===== src/rtl/eth_pcs_params.sv =====
// rtl/eth_pcs_params.sv - shared 64b/66b PCS constants, block-sync defaults and state type
package eth_pcs_params;

    localparam int W_SYNC = 2;
    localparam int W_DATA = 64;

    localparam logic [W_SYNC-1:0] SYNC_DATA = 2'b01;
    localparam logic [W_SYNC-1:0] SYNC_CTRL = 2'b10;

    localparam int SH_CNT_MAX_DFLT   = 64;
    localparam int SH_INVLD_MAX_DFLT = 16;
    localparam int SLIP_WAIT_DFLT    = 2;

    typedef enum logic [1:0] {
        LOCK_INIT    = 2'd0,
        TEST_SH      = 2'd1,
        SLIP_WAIT_ST = 2'd2
    } blk_sync_state_t;

    function automatic logic sh_is_valid(input logic [W_SYNC-1:0] sh);
        return (sh == SYNC_DATA) || (sh == SYNC_CTRL);
    endfunction

endpackage


===== src/rtl/eth_pcs_rx_block_sync.sv =====
// rtl/eth_pcs_rx_block_sync.sv - 64b/66b receive block synchroniser with slip control
module eth_pcs_rx_block_sync
    import eth_pcs_params::*;
#(
    parameter int SH_CNT_MAX   = SH_CNT_MAX_DFLT,
    parameter int SH_INVLD_MAX = SH_INVLD_MAX_DFLT,
    parameter int SLIP_WAIT    = SLIP_WAIT_DFLT
) (
    input  logic              i_clk,
    input  logic              i_reset,
    input  logic              i_clk_en,
    input  logic              i_grbx_hdr_valid,
    input  logic [W_SYNC-1:0] i_grbx_hdr,
    input  logic [W_DATA-1:0] i_grbx_data,
    output logic              o_grbx_slip,
    output logic              o_block_lock,
    output logic              o_grbx_hdr_valid,
    output logic [W_SYNC-1:0] o_grbx_hdr,
    output logic [W_DATA-1:0] o_grbx_data
);

    localparam logic [6:0] SH_CNT_TERM   = 7'(SH_CNT_MAX);
    localparam logic [4:0] SH_INVLD_TERM = 5'(SH_INVLD_MAX);
    localparam logic [3:0] WAIT_LAST     = 4'(SLIP_WAIT - 1);

    blk_sync_state_t state, state_nxt;
    logic [6:0]      sh_cnt, sh_cnt_nxt, sh_cnt_inc;
    logic [4:0]      sh_invld_cnt, sh_invld_cnt_nxt, sh_invld_cnt_inc;
    logic [3:0]      wait_cnt, wait_cnt_nxt;
    logic            lock_nxt;
    logic            slip_nxt;

    assign sh_cnt_inc       = sh_cnt + 7'd1;
    assign sh_invld_cnt_inc = sh_invld_cnt + 5'd1;

    // One header event resolves the whole valid/invalid/slip decision chain.
    always_comb begin
        state_nxt        = state;
        sh_cnt_nxt       = sh_cnt;
        sh_invld_cnt_nxt = sh_invld_cnt;
        wait_cnt_nxt     = wait_cnt;
        lock_nxt         = o_block_lock;
        slip_nxt         = o_grbx_slip;
        if (i_clk_en) begin
            slip_nxt = 1'b0;
            case (state)
                LOCK_INIT: begin
                    lock_nxt         = 1'b0;
                    sh_cnt_nxt       = '0;
                    sh_invld_cnt_nxt = '0;
                    wait_cnt_nxt     = '0;
                    state_nxt        = TEST_SH;
                end
                TEST_SH: begin
                    if (i_grbx_hdr_valid) begin
                        if (sh_is_valid(i_grbx_hdr)) begin
                            if (sh_cnt_inc == SH_CNT_TERM) begin
                                sh_cnt_nxt       = '0;
                                sh_invld_cnt_nxt = '0;
                                if (sh_invld_cnt == 5'd0) begin
                                    lock_nxt = 1'b1;
                                end
                            end else begin
                                sh_cnt_nxt = sh_cnt_inc;
                            end
                        end else if ((sh_invld_cnt_inc == SH_INVLD_TERM) || !o_block_lock) begin
                            slip_nxt         = 1'b1;
                            lock_nxt         = 1'b0;
                            sh_cnt_nxt       = '0;
                            sh_invld_cnt_nxt = '0;
                            wait_cnt_nxt     = '0;
                            state_nxt        = SLIP_WAIT_ST;
                        end else if (sh_cnt_inc == SH_CNT_TERM) begin
                            sh_cnt_nxt       = '0;
                            sh_invld_cnt_nxt = '0;
                        end else begin
                            sh_cnt_nxt       = sh_cnt_inc;
                            sh_invld_cnt_nxt = sh_invld_cnt_inc;
                        end
                    end
                end
                SLIP_WAIT_ST: begin
                    if (i_grbx_hdr_valid) begin
                        if (wait_cnt == WAIT_LAST) begin
                            wait_cnt_nxt = '0;
                            state_nxt    = TEST_SH;
                        end else begin
                            wait_cnt_nxt = wait_cnt + 4'd1;
                        end
                    end
                end
                default: begin
                    state_nxt = LOCK_INIT;
                end
            endcase
        end
    end

    always_ff @(posedge i_clk or posedge i_reset) begin
        if (i_reset) begin
            state        <= LOCK_INIT;
            sh_cnt       <= '0;
            sh_invld_cnt <= '0;
            wait_cnt     <= '0;
            o_block_lock <= 1'b0;
            o_grbx_slip  <= 1'b0;
        end else begin
            state        <= state_nxt;
            sh_cnt       <= sh_cnt_nxt;
            sh_invld_cnt <= sh_invld_cnt_nxt;
            wait_cnt     <= wait_cnt_nxt;
            o_block_lock <= lock_nxt;
            o_grbx_slip  <= slip_nxt;
        end
    end

    // Header is gated by the lock already held when this block is registered.
    always_ff @(posedge i_clk or posedge i_reset) begin
        if (i_reset) begin
            o_grbx_hdr_valid <= 1'b0;
            o_grbx_hdr       <= '0;
            o_grbx_data      <= '0;
        end else if (i_clk_en) begin
            o_grbx_hdr_valid <= i_grbx_hdr_valid;
            o_grbx_hdr       <= o_block_lock ? i_grbx_hdr : '0;
            o_grbx_data      <= i_grbx_data;
        end
    end

endmodule

===== config.mk =====
export PLATFORM = sky130hd
export DESIGN_NAME = eth_pcs_rx_block_sync
export DESIGN_NICKNAME = d
export VERILOG_FILES = /design/src/rtl/eth_pcs_params.sv /design/src/rtl/eth_pcs_rx_block_sync.sv
export SDC_FILE = /design/constraint.sdc
export NUM_CORES = 1
export LEC_CHECK = 0
export ABC_AREA = 1
export CORE_MARGIN = 5
export CORE_UTILIZATION = 41
export CTS_BUF_LIST = sky130_fd_sc_hd__clkbuf_2
export DETAILED_ROUTE_END_ITERATION = 12
export HOLD_SLACK_MARGIN = 0.08
export PLACE_DENSITY_LB_ADDON = 0.2
export RECOVER_POWER = 25
export SKIP_LAST_GASP = 1
export SLEW_MARGIN = 15
export SYNTH_ARGS = -nofsm -noshare
export SYNTH_HDL_FRONTEND = slang
export SYNTH_SLANG_ARGS = --single-unit

===== constraint.sdc =====
create_clock -name i_clk -period 2.95 [get_ports i_clk]
set_input_delay 0.59 -clock i_clk [delete_from_list [all_inputs] [get_ports i_clk]]
set_output_delay 0.59 -clock i_clk [all_outputs]
set_load 0.005 [all_outputs]

==> impl_metrics.tcl, run 1 <==
set metrics [dict create \
    cap_violations 1 \
    root_buffer "clkbuf_2" \
    place_area_um2 5210 \
    fmax_mhz 462 \
    place_ws_ps 669 \
    worst-path-buf-inv 1 \
    crit_type "reg2out" \
    cp_slowest_cell "clkdlybuf4s50_1" \
    areaGrowthSynthToFinish_pct 43.9 \
    ys_ff_latch 87 \
    initial_utilization_pct 42.3 \
    required_ps 2360 \
    cts_resized 0 \
    timing.hold.ws_ps 498 \
    antenna_left 0 \
    drive_gt1_share_pct 6.36 \
    p_comb_share_pct 26.5 \
    setup_tns_ps 0 \
    avgRoutedWirePerCell_um 14.1 \
    grt_use_total_pct 17.5 \
    num_vias 3226 \
    drc 0 \
    leakagePower_nw 2.61 \
    place_congestion 0.841 \
    pwr-share-clk_pct 22.7 \
    p_sw_share_pct 32.2 \
    critical_path_arrival_ps 1570 \
    period_share_pct 73.3 \
    cts-htree-levels 3 \
    ctsHoldBuffers 0 \
    synthCells 440 \
    fin_area_um2 5340 \
    nFillCells 748 \
    status "complete, but fails checks" \
    io_buffers 138 \
    slew_violations 35 \
    clk_latency_ps 520 \
    syn_avg_cell_area_um2 8.43 \
    grt_pass1_wl_um 15700 \
    clkTransAtPathRegs_ps 270 \
    grt_overflow_total 0 \
    cts_made_buffers 9 \
    drt-total-wl_um 9730 \
    worstPathMaxFanout 6 \
    core_area_um2 8760 \
    grt_max_degree 54 \
    synth-edff-count 0 \
    io_pins 139 \
    antenna_found_initial 1 \
    syn_area_um2 3710 \
    crit_family "buffers and inverters" \
    yosys.area.top_type "dfrtp_1" \
    row_count 34 \
    yosysWarnings 0 \
    yosys-top-cells-area "dfrtp_1 (59%), nand2_1 (24%), nand3_1 (2.4%)" \
    hold_violations 0 \
    tightest_slew_ps 1530 \
    power.density_nw_per_um2 526 \
    cts.sinks 87 \
    hold_class "in2reg" \
    async_flop_share_pct 100 \
    dr.pass1.iters 4 \
    syn-num-nets 515 \
    hpwl_um 7140 \
    yosys.cell_types.count 27 \
    synth_top_flop_cell "dfrtp_1" \
    drt_iter0_markers 220 \
    die_height_um 105 \
    clock-skew-final_ps 38.1 \
    die_w_um 105 \
    cts_tree "built" \
    sequentialPowerShare_pct 50.8 \
    max_stage_delay_ps 540 \
    violations "capacitance limit, slew limit" \
    fin_ws_ps 788 \
    avgViaCountPerCell 4.67 \
    rsz0062_at_grt "false" \
    seq_area_frac_synth_pct 58.7 \
    setup-violations-final 0 \
    p_int_mw 1.90 \
    switching_power_uw 903 \
    crit_chain "clkdlybuf4s50_1" \
    grt_pass1_vias 3111 \
    synth_top_area_share_pct 58.7 \
    min_period_ps 2160 \
    final_nets 652 \
    die-area_um2 11000 \
    yosysMostFrequentCell "nand2_1" \
    postCtsSetupBuffers 0 \
    relSlewSlack_pct -2.36 \
    start_kind "flip-flop" \
    ys_top_cells_by_count "nand2_1 (236), dfrtp_1 (87), inv_1 (18), nand3_1 (18)" \
    clockBufferDepth 2 \
    max-vdd-ir-drop_mv 0.251 \
    crit_path_end_kind "primary output" \
]
[metrics by stage]
step	utilization (%)	power (mW)	instances
after floorplan	-	1.79	440
after global placement	59.4	2.17	674
after detailed placement	59.4	2.19	674
after CTS	60.9	2.84	690
after global routing	60.9	2.98	691
final	60.9	2.81	691
[power groups by stage]
stage | Sequential, mW | Combinational [mW] | Clock [mW]
finish | 1.43 | 0.742 | 0.638
global route | 1.44 | 0.820 | 0.719
CTS | 1.43 | 0.751 | 0.661
detailed placement | 1.44 | 0.750 | 0
global placement | 1.44 | 0.727 | 0
floorplan | 1.44 | 0.351 | 0
[state kept, by name (all words and copies together) (netlist names)]
name,cells
o_grbx_data,64
sh_cnt,7
sh_invld_cnt,5
wait_cnt,4
o_grbx_hdr,2
state,2
o_block_lock,1
o_grbx_hdr_valid,1
o_grbx_slip,1
[path summary, 6_finish.rpt]
| check | to | slack, ps | startpoint | cells after the start |
|---|---|---|---|---|
| setup / recovery | o_block_lock | 790 | o_block_lock | 1 |
| hold / removal | o_grbx_data[63] | 500 | i_clk_en | 3 |
| setup reg to reg | sh_invld_cnt[0] | 1110 | sh_cnt[0] | 11 |
| hold reg to reg | o_grbx_data[1] | 500 | o_grbx_data[1] | 2 |
| max in group asynchronous | o_grbx_data[18] | 1230 | i_reset | 3 |
| min in group asynchronous | o_grbx_data[8] | 820 | i_reset | 2 |
[cell families after synthesis]
kind of cell | Yosys count | synth area share (%)
flops | 87 | 58.7
fa+ha+maj | 5 | 1.69
buf+inv | 39 | 4.02
compound gates | 27 | 4.25
xor+xnor | 5 | 1.18
simple gates | 277 | 30.1
[routing by layer]
layer / part of all wire, % / GRT usage, % / routed length (um) / up-vias
met5: 0 / 0 / 0 / -
met4: 1.6 / 6.30 / 160 / 0
met3: 6.9 / 4.69 / 670 / 16
met2: 48 / 28.4 / 4680 / 130
met1: 43 / 22.6 / 4220 / 1443
li1: - / - / - / 1637
[cell usage in the layout, fill, tap and decap left out, drive strengths merged, types with 2 or more instances in the layout]
master,instances
nand2,237
clkdlybuf4s50,136
dfrtp,87
inv,25
nand3,20
o21ai,19
nor2,15
clkbuf,9
ha,5
nand4,4
a21oi,4
clkinv,4
buf,4
xor2,3
xnor2,2
o22ai,2
[final cells by class]
cell class	count	area (um2)	area share, %
antenna	1	2.50	0.0469
clock buffer	9	45.0	0.844
clock inverter	7	78.8	1.48
inverter	24	91.3	1.71
multi-input combinational	314	1380	25.9
sequential	87	2180	40.8
tap	108	135	2.53
timing repair buffer	141	1420	26.7
No activity file was read; power rests on OpenSTA's default activity.
==> inputs of run 2 (changes only) <==
--- a/config.mk
+++ b/config.mk
@@ -7,7 +7,7 @@
 export LEC_CHECK = 0
 export ABC_AREA = 1
 export CORE_MARGIN = 5
-export CORE_UTILIZATION = 41
+export CORE_UTILIZATION = 46
 export CTS_BUF_LIST = sky130_fd_sc_hd__clkbuf_2
 export DETAILED_ROUTE_END_ITERATION = 12
 export HOLD_SLACK_MARGIN = 0.08
==> constraint.sdc (replaced) <==
create_clock -name i_clk -period 2.1 [get_ports i_clk]
set_input_delay 0.42 -clock i_clk [delete_from_list [all_inputs] [get_ports i_clk]]
set_output_delay 0.42 -clock i_clk [all_outputs]
set_load 0.005 [all_outputs]
==> impl_metrics.tcl, run 2 (synthesized netlist as in run 1, its figures left out) <==
set metrics [dict create \
    status "completed" \
    cts_made_buffers 9 \
    cts.sinks 87 \
    cts_tree "built" \
    place_congestion 0.858 \
    drt_iter0_markers 163 \
    areaGrowthSynthToFinish_pct 44.0 \
    dr.pass1.iters 5 \
    postCtsSetupBuffers 0 \
    cap_violations 0 \
    hold_depth 3 \
    cts_resized 0 \
    reg2regPathDepth 11 \
    grt_pass1_wl_um 16200 \
    regMostFlops "o_grbx_data" \
    worst-path-buf-inv 1 \
    max_stage_delay_ps 520 \
    largest_reg_flops 64 \
    drt-total-wl_um 9710 \
    ctsHoldBuffers 0 \
    timing.rr.start "sh_cnt[0]" \
    grt_overflow_total 0 \
    dp_cells 672 \
    leakagePower_nw 2.62 \
    ff2ff_setup_slack_ps 250 \
    final_util_pct 68.4 \
    die_height_um 99.8 \
    start_kind "flip-flop" \
    cts-htree-levels 3 \
    crit_chain "clkdlybuf4s50_1" \
    crit_family "buffers and inverters" \
    slew_violations 0 \
    antenna_found_initial 0 \
    initial_utilization_pct 47.5 \
    rsz0062_at_grt "false" \
    hpwl_um 7080 \
    hold_violations 0 \
    crit_type "reg2out" \
    min_to "o_grbx_data[39]" \
    tightest_slew_ps 1310 \
    root_buffer "clkbuf_2" \
    power_mw 4.01 \
    row_count 32 \
    avgRoutedWirePerCell_um 14.1 \
    fmax_mhz 522 \
    antenna_left 0 \
    core_area_um2 7810 \
    critical_path_arrival_ps 1500 \
    relSlewSlack_pct 12.4 \
    place_ws_ps 129 \
    worstPathMaxFanout 6 \
    max-vdd-ir-drop_mv 0.382 \
    period_share_pct 91.3 \
    worstHoldStart "i_clk_en" \
    io_buffers 138 \
    layout_commonest_cell "nand2_1" \
    hold_class "in2reg" \
    die_w_um 99.8 \
    die-area_um2 9960 \
    clock-skew-final_ps 21.1 \
    min_period_ps 1920 \
    setup-violations-final 0 \
    timing.rr.end "sh_invld_cnt[0]" \
    timing.hold.ws_ps 161 \
    num_vias 3279 \
    fin_ws_ps 184 \
    setup_tns_ps 0 \
    clockBufferDepth 2 \
    largest_registers "o_grbx_data x64, sh_cnt x7, sh_invld_cnt x5" \
    cp_slowest_cell "clkdlybuf4s50_1" \
    final_cells 689 \
    grt_pass1_vias 3323 \
    clk_latency_ps 520 \
    avgViaCountPerCell 4.76 \
    fin_area_um2 5340 \
    clkTransAtPathRegs_ps 220 \
    crit_path_end_kind "primary output" \
    io_pins 139 \
    final_cell_mix "nand2_1 (236), clkdlybuf4s50_1 (136), dfrtp_1 (86)" \
    grt_use_total_pct 20.4 \
    drive_gt1_share_pct 7.00 \
    place_area_um2 5230 \
    grt_max_degree 69 \
    power.density_nw_per_um2 751 \
    final_nets 656 \
    drc 0 \
    required_ps 1680 \
]
run 2: area by class of cell:
| class | count | area, um2 |
|---|---|---|
| Sequential cell | 87 | 2180 |
| Clock buffer | 11 | 55.1 |
| Timing Repair Buffer | 145 | 1420 |
| Fill cell | 632 | 2470 |
| Multi-Input combinational cell | 314 | 1380 |
| Tap cell | 102 | 128 |
| Inverter | 24 | 91.3 |
| Antenna cell | 1 | 2.50 |
| Clock inverter | 5 | 81.3 |
run 2: where the power goes:
| part | internal [mW] | leakage, nW | switching, mW | total (mW) |
|---|---|---|---|---|
| clock | 0.406 | 0.0826 | 0.561 | 0.968 |
| combinational | 0.529 | 1.45 | 0.512 | 1.04 |
| sequential | 1.86 | 1.09 | 0.141 | 2.00 |
| total | 2.80 | 2.62 | 1.21 | 4.01 |
run 2: metal layers:
metal	track usage, %	up-vias	share of wire (%)
li1	-	1650	-
met3	4.66	11	7.1
met5	0	-	0
met1	25.7	1508	43
met2	34.3	110	49
met4	7.98	0	1.5
run 2: worst max path at each step:
stage,cells after the start,startpoint,end
global placement,8,i_grbx_hdr[1],wait_cnt[2]
CTS,1,o_block_lock,o_block_lock
finish,1,o_block_lock,o_block_lock
global route,10,sh_cnt[0],o_block_lock
detailed placement,8,i_grbx_hdr[1],state[0]
floorplan,11,sh_cnt[0],sh_invld_cnt[0]
